$ cat src/rtl/gba_eeprom_pkg.sv
// Shared types and protocol constants for the GBA EEPROM serial master.
package gba_eeprom_pkg;

  typedef enum logic [3:0] {
    StIdle,
    StCmd,
    StAddr,
    StRdStop,
    StRdHead,
    StRdData,
    StWrData,
    StWrStop,
    StPoll,
    StFinish
  } frame_state_e;

  typedef enum logic {
    StBitReady,
    StBitGap
  } bit_state_e;

  localparam logic [1:0] CMD_READ  = 2'b11;
  localparam logic [1:0] CMD_WRITE = 2'b10;

  localparam int unsigned ADDR_W_SMALL = 6;
  localparam int unsigned ADDR_W_LARGE = 14;
  localparam int unsigned HEAD_BITS    = 4;
  localparam int unsigned DATA_BITS    = 64;

  // Bit-counter reload value for the address phase (index of the address MSB).
  function automatic logic [6:0] addr_last_bit(input logic model);
    return model ? 7'(ADDR_W_LARGE - 1) : 7'(ADDR_W_SMALL - 1);
  endfunction

endpackage

$ cat src/rtl/gba_eeprom_bitio.sv
// One serial transaction: holds valid until ready, inserts GAP_CYCLES idle cycles,
// and presents ee_dout on bit_rx in the cycle after the handshake (with bit_done).
module gba_eeprom_bitio
  import gba_eeprom_pkg::*;
#(
  parameter int unsigned GAP_CYCLES = 1
) (
  input  logic clk,
  input  logic rst_n,
  input  logic start,
  input  logic tx_write,
  input  logic tx_bit,
  output logic bit_done,
  output logic bit_rx,
  output logic ee_valid,
  output logic ee_write,
  output logic ee_din,
  input  logic ee_ready,
  input  logic ee_dout
);

  localparam int unsigned GapW = (GAP_CYCLES > 1) ? $clog2(GAP_CYCLES) : 1;

  bit_state_e      state_q, state_d;
  logic [GapW-1:0] gap_q, gap_d;
  logic            done_q;
  logic            handshake;

  always_ff @(posedge clk or negedge rst_n) begin
    if (!rst_n) begin
      state_q <= StBitReady;
      gap_q   <= '0;
      done_q  <= 1'b0;
    end else begin
      state_q <= state_d;
      gap_q   <= gap_d;
      done_q  <= handshake;
    end
  end

  always_comb begin
    state_d = state_q;
    gap_d   = gap_q;
    unique case (state_q)
      StBitReady: begin
        if (handshake) begin
          state_d = StBitGap;
          gap_d   = GapW'(GAP_CYCLES - 1);
        end
      end
      StBitGap: begin
        if (gap_q == '0) state_d = StBitReady;
        else             gap_d   = gap_q - 1'b1;
      end
      default: state_d = StBitReady;
    endcase
  end

  // tx_write/tx_bit come from frame registers that only move after bit_done,
  // so they stay stable for the whole valid/ready hold.
  always_comb begin
    ee_valid  = (state_q == StBitReady) && start;
    ee_write  = tx_write;
    ee_din    = tx_bit;
    handshake = ee_valid && ee_ready;
    bit_done  = done_q;
    bit_rx    = ee_dout;
  end

endmodule

$ cat src/rtl/gba_eeprom_master.sv
// GBA cartridge EEPROM initiator: reads or writes one 64-bit block per request.
// Define GBA_EEPROM_MASTER_VERIFY_EN to read back and compare after each write.
module gba_eeprom_master
  import gba_eeprom_pkg::*;
#(
  parameter int unsigned POLL_LIMIT = 4096,
  parameter int unsigned GAP_CYCLES = 1
) (
  input  logic        clk,
  input  logic        rst_n,
  input  logic        model,
  input  logic        req,
  input  logic        req_write,
  input  logic [13:0] req_addr,
  input  logic [63:0] req_wdata,
  output logic        busy,
  output logic        done,
  output logic        error,
  output logic [63:0] rdata,
  output logic        ee_cs,
  output logic        ee_valid,
  output logic        ee_write,
  output logic        ee_din,
  input  logic        ee_ready,
  input  logic        ee_dout
);

  localparam int unsigned PollW = $clog2(POLL_LIMIT + 1);

  frame_state_e     state_q, state_d;
  logic [6:0]       cnt_q, cnt_d;
  logic [PollW-1:0] poll_q, poll_d;
  logic             op_write_q, model_q, error_q;
  logic [13:0]      addr_q;
  logic [63:0]      wdata_q, shadow_q, rdata_q, shadow_next;
  logic             start, tx_write, tx_bit, bit_done, bit_rx;
  logic             last_bit, poll_expired;
  logic [1:0]       cmd;
`ifdef GBA_EEPROM_MASTER_VERIFY_EN
  logic             verify_q;
`endif

  gba_eeprom_bitio #(
    .GAP_CYCLES (GAP_CYCLES)
  ) u_bitio (
    .clk      (clk),
    .rst_n    (rst_n),
    .start    (start),
    .tx_write (tx_write),
    .tx_bit   (tx_bit),
    .bit_done (bit_done),
    .bit_rx   (bit_rx),
    .ee_valid (ee_valid),
    .ee_write (ee_write),
    .ee_din   (ee_din),
    .ee_ready (ee_ready),
    .ee_dout  (ee_dout)
  );

  assign last_bit     = bit_done && (cnt_q == '0);
  assign poll_expired = (poll_q == PollW'(POLL_LIMIT - 1));
  assign shadow_next  = {shadow_q[62:0], bit_rx};
  assign error        = error_q;
  assign rdata        = rdata_q;

  always_ff @(posedge clk or negedge rst_n) begin
    if (!rst_n) begin
      state_q <= StIdle;
      cnt_q   <= '0;
      poll_q  <= '0;
    end else begin
      state_q <= state_d;
      cnt_q   <= cnt_d;
      poll_q  <= poll_d;
    end
  end

  // cnt_q counts down to 0 within each phase and doubles as the MSB-first bit index.
  always_comb begin
    state_d = state_q;
    cnt_d   = cnt_q;
    poll_d  = poll_q;
    if (bit_done && cnt_q != '0) cnt_d = cnt_q - 7'd1;
    unique case (state_q)
      StIdle: begin
        if (req) begin
          state_d = StCmd;
          cnt_d   = 7'd1;
        end
      end
      StCmd: begin
        if (last_bit) begin
          state_d = StAddr;
          cnt_d   = addr_last_bit(model_q);
        end
      end
      StAddr: begin
        if (last_bit) begin
          state_d = op_write_q ? StWrData : StRdStop;
          cnt_d   = op_write_q ? 7'(DATA_BITS - 1) : 7'd0;
        end
      end
      StRdStop: begin
        if (last_bit) begin
          state_d = StRdHead;
          cnt_d   = 7'(HEAD_BITS - 1);
        end
      end
      StRdHead: begin
        if (last_bit) begin
          state_d = StRdData;
          cnt_d   = 7'(DATA_BITS - 1);
        end
      end
      StRdData: if (last_bit) state_d = StFinish;
      StWrData: if (last_bit) state_d = StWrStop;
      StWrStop: begin
        if (last_bit) begin
          state_d = StPoll;
          poll_d  = '0;
        end
      end
      StPoll: begin
        if (bit_done) begin
          if (bit_rx) begin
`ifdef GBA_EEPROM_MASTER_VERIFY_EN
            state_d = StCmd;
            cnt_d   = 7'd1;
`else
            state_d = StFinish;
`endif
          end else if (poll_expired) begin
            state_d = StFinish;
          end else begin
            poll_d = poll_q + 1'b1;
          end
        end
      end
      StFinish: state_d = StIdle;
      default:  state_d = StIdle;
    endcase
  end

  always_comb begin
    busy     = (state_q != StIdle);
    ee_cs    = busy;
    done     = (state_q == StFinish);
    start    = 1'b0;
    tx_write = 1'b0;
    tx_bit   = 1'b0;
    cmd      = op_write_q ? CMD_WRITE : CMD_READ;
    unique case (state_q)
      StCmd: begin
        start    = 1'b1;
        tx_write = 1'b1;
        tx_bit   = cmd[cnt_q[0]];
      end
      StAddr: begin
        start    = 1'b1;
        tx_write = 1'b1;
        tx_bit   = addr_q[cnt_q[3:0]];
      end
      StWrData: begin
        start    = 1'b1;
        tx_write = 1'b1;
        tx_bit   = wdata_q[cnt_q[5:0]];
      end
      StRdStop, StWrStop: begin
        start    = 1'b1;
        tx_write = 1'b1;
      end
      StRdHead, StRdData, StPoll: start = 1'b1;
      default: ;
    endcase
  end

  always_ff @(posedge clk or negedge rst_n) begin
    if (!rst_n) begin
      op_write_q <= 1'b0;
      model_q    <= 1'b0;
      addr_q     <= '0;
      wdata_q    <= '0;
      shadow_q   <= '0;
      rdata_q    <= '0;
      error_q    <= 1'b0;
`ifdef GBA_EEPROM_MASTER_VERIFY_EN
      verify_q   <= 1'b0;
`endif
    end else begin
      if (state_q == StIdle && req) begin
        op_write_q <= req_write;
        model_q    <= model;
        addr_q     <= req_addr;
        wdata_q    <= req_wdata;
        error_q    <= 1'b0;
`ifdef GBA_EEPROM_MASTER_VERIFY_EN
        verify_q   <= 1'b0;
`endif
      end
      // rdata only changes once the full block has arrived.
      if (bit_done && state_q == StRdData) begin
        shadow_q <= shadow_next;
        if (cnt_q == '0) begin
          rdata_q <= shadow_next;
`ifdef GBA_EEPROM_MASTER_VERIFY_EN
          if (verify_q) error_q <= (shadow_next != wdata_q);
`endif
        end
      end
      if (bit_done && state_q == StPoll) begin
        if (!bit_rx && poll_expired) error_q <= 1'b1;
`ifdef GBA_EEPROM_MASTER_VERIFY_EN
        if (bit_rx) begin
          op_write_q <= 1'b0;
          verify_q   <= 1'b1;
        end
`endif
      end
    end
  end

endmodule

$ cat config.mk
export PLATFORM = sky130hd
export DESIGN_NAME = gba_eeprom_master
export DESIGN_NICKNAME = d
export VERILOG_FILES = /design/src/rtl/gba_eeprom_pkg.sv /design/src/rtl/gba_eeprom_bitio.sv /design/src/rtl/gba_eeprom_master.sv
export SDC_FILE = /design/constraint.sdc
export NUM_CORES = 1
export LEC_CHECK = 0
export CAP_MARGIN = 5
export CORE_ASPECT_RATIO = 1.75
export CORE_MARGIN = 5
export CORE_UTILIZATION = 40
export DETAILED_ROUTE_END_ITERATION = 7
export DONT_BUFFER_PORTS = 1
export PLACE_DENSITY = 0.52
export RECOVER_POWER = 50
export SYNTH_ARGS = -nofsm -noshare
export SYNTH_HDL_FRONTEND = slang
export SYNTH_HIERARCHICAL = 1
export SYNTH_SLANG_ARGS = --single-unit
export TNS_END_PERCENT = 50
$ cat constraint.sdc
create_clock -name clk -period 2.7 [get_ports clk]
set_clock_uncertainty 0.2 [all_clocks]
set_input_delay 0 -clock clk [delete_from_list [all_inputs] [get_ports clk]]
set_output_delay 0 -clock clk [all_outputs]
set_load 0.05 [all_outputs]
==> reports/results.ini, run 1 <==
[yosys]
synth-xor-area-share=0.00953
synthAdderAreaFrac=0.00371
ys_seq_area_frac=0.579
synth_top_family_by_area=multiplexers
netlist_instances=876
synth-simple-area-share=0.145
async_flop_share=1.00
syn_avg_cell_area_sq_um=11.5
synth_edf_count=0
synthMuxAreaShare=0.194
yosysTopAreaCell=dfrtp_1
synth-compound-area-share=0.0427
yosys_warnings=6
syn_area_sq_mm=0.0101
ys_top_cells_by_count=nand2_1, dfrtp_1, mux2_2
ys.flop_type=dfrtp_1
ys_ff_latch=234
yosysMostFrequentCell=nand2_1
syn_nets=964
synth_cell_types=56
synth_top_area_frac=0.579
synthTopCellsByArea=dfrtp_1, mux2_2, nand2_1

[clock_network]
h-tree-depth=1
cts_tree=yes
path_clk_slew_ps=70
cts_sinks=234
numCtsBuffers=22
cts_root_buffer=clkbuf_16
clk_latency_ps=530
cts_max_path_buffers=3
hold_buffers=163

[finish]
post-route-util=0.525
design_area_sq_mm=0.0132
antenna_cells=0
n_fill_cell=2155
syn2layout_area_growth_pct=30.4
instances_no_fill=1378
drive_gt1_frac=0.227
final_nets=1134

[setup_path]
worstSetupPathType=register to output pin
required_ps=2500
crit_chain=buf_12 -> mux4_2 -> mux2_4 -> o22ai_4 -> o21ai_1 -> a221o_1 -> buf_6
worst-path-buf-inv=2
max_stage_delay_ps=500
crit_family=multiplexers
cp_max_fo=5
slowest_stage=mux4_2
setup.worst_path.start_class=register
arrival_ps=2680
cp-end-kind=output pin

[timing]
finalSetupTns_ps=-177
timing.final.crit_share=1.07
setup_viol=1
slew_violations=0
period_minus_slack_ps=2880
fmax_mhz=348
holdWs_ps=-1020
worst_pin_slew_ps=563
rsz0062_at_grt=yes
hold_viol=234
final.setup.worst_slack_ps=-177
slew-limit-headroom=0.624

[pwr]
power.total_mw=11.2
power_density_mw_per_mm2=847
p_leak_nw=6.18
vdd_drop_max_mv=0.720

[global_route]
track_usage=0.170
grt_max_degree=235
grt_pass1_wl_microns=38900
grt_pass1_vias=7402
grt_overflow_total=0
antenna_found_initial=0

[die]
initial_core_util=0.402
die_w_microns=130
fp-row-count=77
die_y_microns=220
coreArea_sq_mm=0.0251
io_pins=156
dieArea_sq_mm=0.0287

[worst_hold_path]
hold_path.class=input pin to asynchronous set/reset pin

[detailed_routing]
antenna_left=0
wire_per_inst_microns=17.9
dr.pass1.iters=4
via_per_inst=5.12
drt_iter0_markers=402
drc=0
vias=7055
routed_wirelength_microns=24700

[placed_design]
placed_area_sq_mm=0.0106
placed_cells=1167
dp_hpwl_microns=15100
gp_congestion=0.809
dp_slack_ps=247
io_buffer_count=0

[outcome]
status=finished with violations
violations=hold timing, setup timing

[run]
cap_viol_max_count=0

area by class of cell:
type | instances | area, sq um | share of cell area
sequential | 234 | 5860 | 0.444
clock inverter | 10 | 125 | 0.00948
multi-input combinational | 579 | 4110 | 0.312
clock buffer | 30 | 611 | 0.0463
tap | 316 | 395 | 0.0300
inverter | 8 | 30.0 | 0.00228
timing repair buffer | 201 | 2060 | 0.156
power by group:
group | internal [mW] | total [mW] | switching [mW]
registers | 4.14 | 4.59 | 0.445
clock network | 1.79 | 3.18 | 1.38
logic | 1.66 | 3.41 | 1.75
flip-flops by register name, indices dropped and copies added, names as in the netlist:
| signal | flops |
|---|---|
| rdata | 64 |
| wdata_q | 64 |
| shadow_q | 63 |
| addr_q | 14 |
| poll_q | 13 |
| cnt_q | 7 |
| state_q | 4 |
| error | 1 |
| model_q | 1 |
| op_write_q | 1 |
| u_bitio/bit_done | 1 |
| u_bitio/state_q | 1 |
logic make-up (layout without fill, tap and decap cells):
logic type	after synthesis	after routing
compound gates	63	63
xor+xnor	11	11
fa+ha+maj	3	3
buf+inv	63	249
flops	234	234
mux	158	158
simple gates	344	344
worst paths after layout:
path                                    startpoint                          to  slack [ps]  depth (start not counted)
max                             cnt_q[0]$_DFF_PN0_                      ee_din        -180                          7
min                                          rst_n       rdata[56]$_DFFE_PN0P_       -1020                          0
max reg2reg                     cnt_q[0]$_DFF_PN0_        rdata[0]$_DFFE_PN0P_         110                         11
min reg2reg                wdata_q[46]$_DFFE_PN0P_     wdata_q[46]$_DFFE_PN0P_         280                          2
max in group asynchronous                    rst_n       addr_q[1]$_DFFE_PN0P_        2940                          0
min in group clk                          ee_ready  u_bitio/bit_done$_DFF_PN0_          30                          2
placed cells by master (no fill, tap or decap), types with 3 or more instances in the layout:
master         synthesis  final
a211oi_1               4      4
a21oi_1               15     14
and3_1                 5      4
buf_12                 0      6
buf_4                  4     26
clkbuf_1              40      5
clkbuf_16              0     24
clkbuf_8               0      3
clkinvlp_4             0      4
dfrtp_1              234    232
dlygate4sd3_1          0    163
ha_1                   3      3
inv_1                  8      8
mux2_1                 6      6
mux2_2               125    124
mux2i_1               10      9
mux4_2                17     17
nand2_1              256    256
nand2b_1               5      5
nand3_1               14     10
nand4_1                6      6
nor2_1                22     21
nor2b_1                8      7
nor3_1                 7      6
o21ai_0               16     15
o22ai_1                5      4
or3_1                  6      6
xnor2_1                6      6
xor2_1                 5      5
per-layer routing:
| metal | part of all wire | wire [microns] | global-route usage |
|---|---|---|---|
| met1 | 0.37 | 9120 | 0.192 |
| met2 | 0.55 | 13500 | 0.314 |
| met3 | 0.051 | 1270 | 0.0295 |
| met4 | 0.033 | 805 | 0.0617 |
| met5 | 0 | 0 | 0 |
what timing repair did:
item | CTS | global route
pin swaps | 3 | 2
resized for setup | 14 | 12
setup endpoints to repair | 1 | 68
gates cloned | 1 | 2
endpoints found under the hold margin | 339 | 234
buffers inserted | 5 | 0
No activity file was read; power rests on OpenSTA's default activity.
==> run 2, diff against run 1 <==
==> constraint.sdc (replaced) <==
create_clock -name clk -period 2.7 [get_ports clk]
set_clock_uncertainty 0.2 [all_clocks]
set_input_delay 0.405 -clock clk [delete_from_list [all_inputs] [get_ports clk]]
set_output_delay 0.405 -clock clk [all_outputs]
set_load 0.05 [all_outputs]
==> reports/results.ini, run 2 (synthesis results as in run 1) <==
[detailed_routing]
drc=0
vias=6676
wire_per_inst_microns=18.5
drt_iter0_markers=218
dr.pass1.iters=4
antenna_left=0
via_per_inst=5.06
routed_wirelength_microns=24400

[timing]
slew_violations=0
timing.final.crit_share=1.20
hold_viol=234
final.setup.worst_slack_ps=-550
fmax_mhz=308
holdWs_ps=-606
worst_pin_slew_ps=683
finalSetupTns_ps=-550
rsz0062_at_grt=yes
period_minus_slack_ps=3250
slew-limit-headroom=0.545
setup_viol=1

[setup_path]
crit_start=cnt_q[0]$_DFF_PN0_
required_ps=2100
slowest_stage=mux4_2
max_stage_delay_ps=490
crit-reg2reg-launch=cnt_q[0]$_DFF_PN0_
path_common_cell=buf_12
worstSetupPathType=register to output pin
crit_chain=buf_12 -> buf_8 -> buf_12 -> mux4_2 -> a21oi_1 -> nand4_1 -> a221o_1 -> buf_6
cp_max_fo=6
crit_family=compound AO/OA/AOI/OAI gates
worst-path-buf-inv=4
cp-end-kind=output pin
setup.worst_path.start_class=register
arrival_ps=2650

[global_route]
grt_pass1_vias=7108
track_usage=0.174
grt_overflow_total=0
antenna_found_initial=5
grt_max_degree=235
grt_pass1_wl_microns=39100

[pwr]
power.total_mw=11.1
power_density_mw_per_mm2=895
p_leak_nw=6.14
vdd_drop_max_mv=0.521

[clock_network]
cts_max_path_buffers=3
cts_sinks=234
path_clk_slew_ps=60
hold_buffers=82
cts_root_buffer=clkbuf_16
clk_latency_ps=520
h-tree-depth=1
cts_tree=yes
numCtsBuffers=24

[die]
die_w_microns=130
dieArea_sq_mm=0.0287
initial_core_util=0.402
io_pins=156
coreArea_sq_mm=0.0251
fp-row-count=77
die_y_microns=220

[placed_design]
dp_hpwl_microns=16400
gp_congestion=0.830
io_buffer_count=0
placed_cells=1186
dp_slack_ps=-156

[worst_hold_path]
hold_path.class=input pin to asynchronous set/reset pin

[finish]
final_nets=1069
layout_commonest_cell=nand2_1
instances_no_fill=1320
syn2layout_area_growth_pct=23.1
drive_gt1_frac=0.248
mostFrequentLayoutCells=nand2_1, dfrtp_1, mux2_2

[outcome]
violations=hold timing, setup timing
status=finished with violations

[run]
cap_viol_max_count=0

-- run 2: cell type report --
class,instances,area (sq um)
antenna,5,12.5
sequential,234,5860
clock buffer,35,683
multi-input combinational,579,4050
tap,316,395
clock inverter,9,129
fill,2252,12700
timing repair buffer,134,1300
inverter,8,33.8
-- run 2: per-stage QoR --
step	util	area (sq um)
finish	0.495	12500
global route	0.495	12500
detailed placement	0.427	10700
floorplan	-	10100
global placement	0.427	10700
CTS	0.494	12400
-- run 2: final timing paths --
| path | end | slack (ps) | depth (start not counted) |
|---|---|---|---|
| setup / recovery | ee_din | -550 | 8 |
| hold / removal | poll_q[7]$_DFFE_PN0P_ | -610 | 0 |
| setup reg to reg | rdata[40]$_DFFE_PN0P_ | 200 | 10 |
| hold reg to reg | wdata_q[62]$_DFFE_PN0P_ | 270 | 2 |
| max in group asynchronous | cnt_q[0]$_DFF_PN0_ | 2310 | 0 |
| min in group clk | state_q[0]$_DFFE_PN0P_ | 50 | 4 |
-- run 2: power by group --
part	switching (mW)	internal, mW
combinational	1.59	1.51
clock	1.36	2.05
sequential	0.481	4.14
-- run 2: timing repair --
action	4_1_cts	5_1_grt
buffers inserted	2	1
setup endpoints to repair	1	11
pin swaps	2	3
endpoints found under the hold margin	319	234
resized for setup	10	3
-- run 2: layer usage --
layer,vias up,global-route usage,wire length [microns]
met1,3288,0.202,9310
li1,3198,-,-
met5,-,0,0
met4,0,0.0572,627
met3,42,0.0403,1440
met2,148,0.312,13000
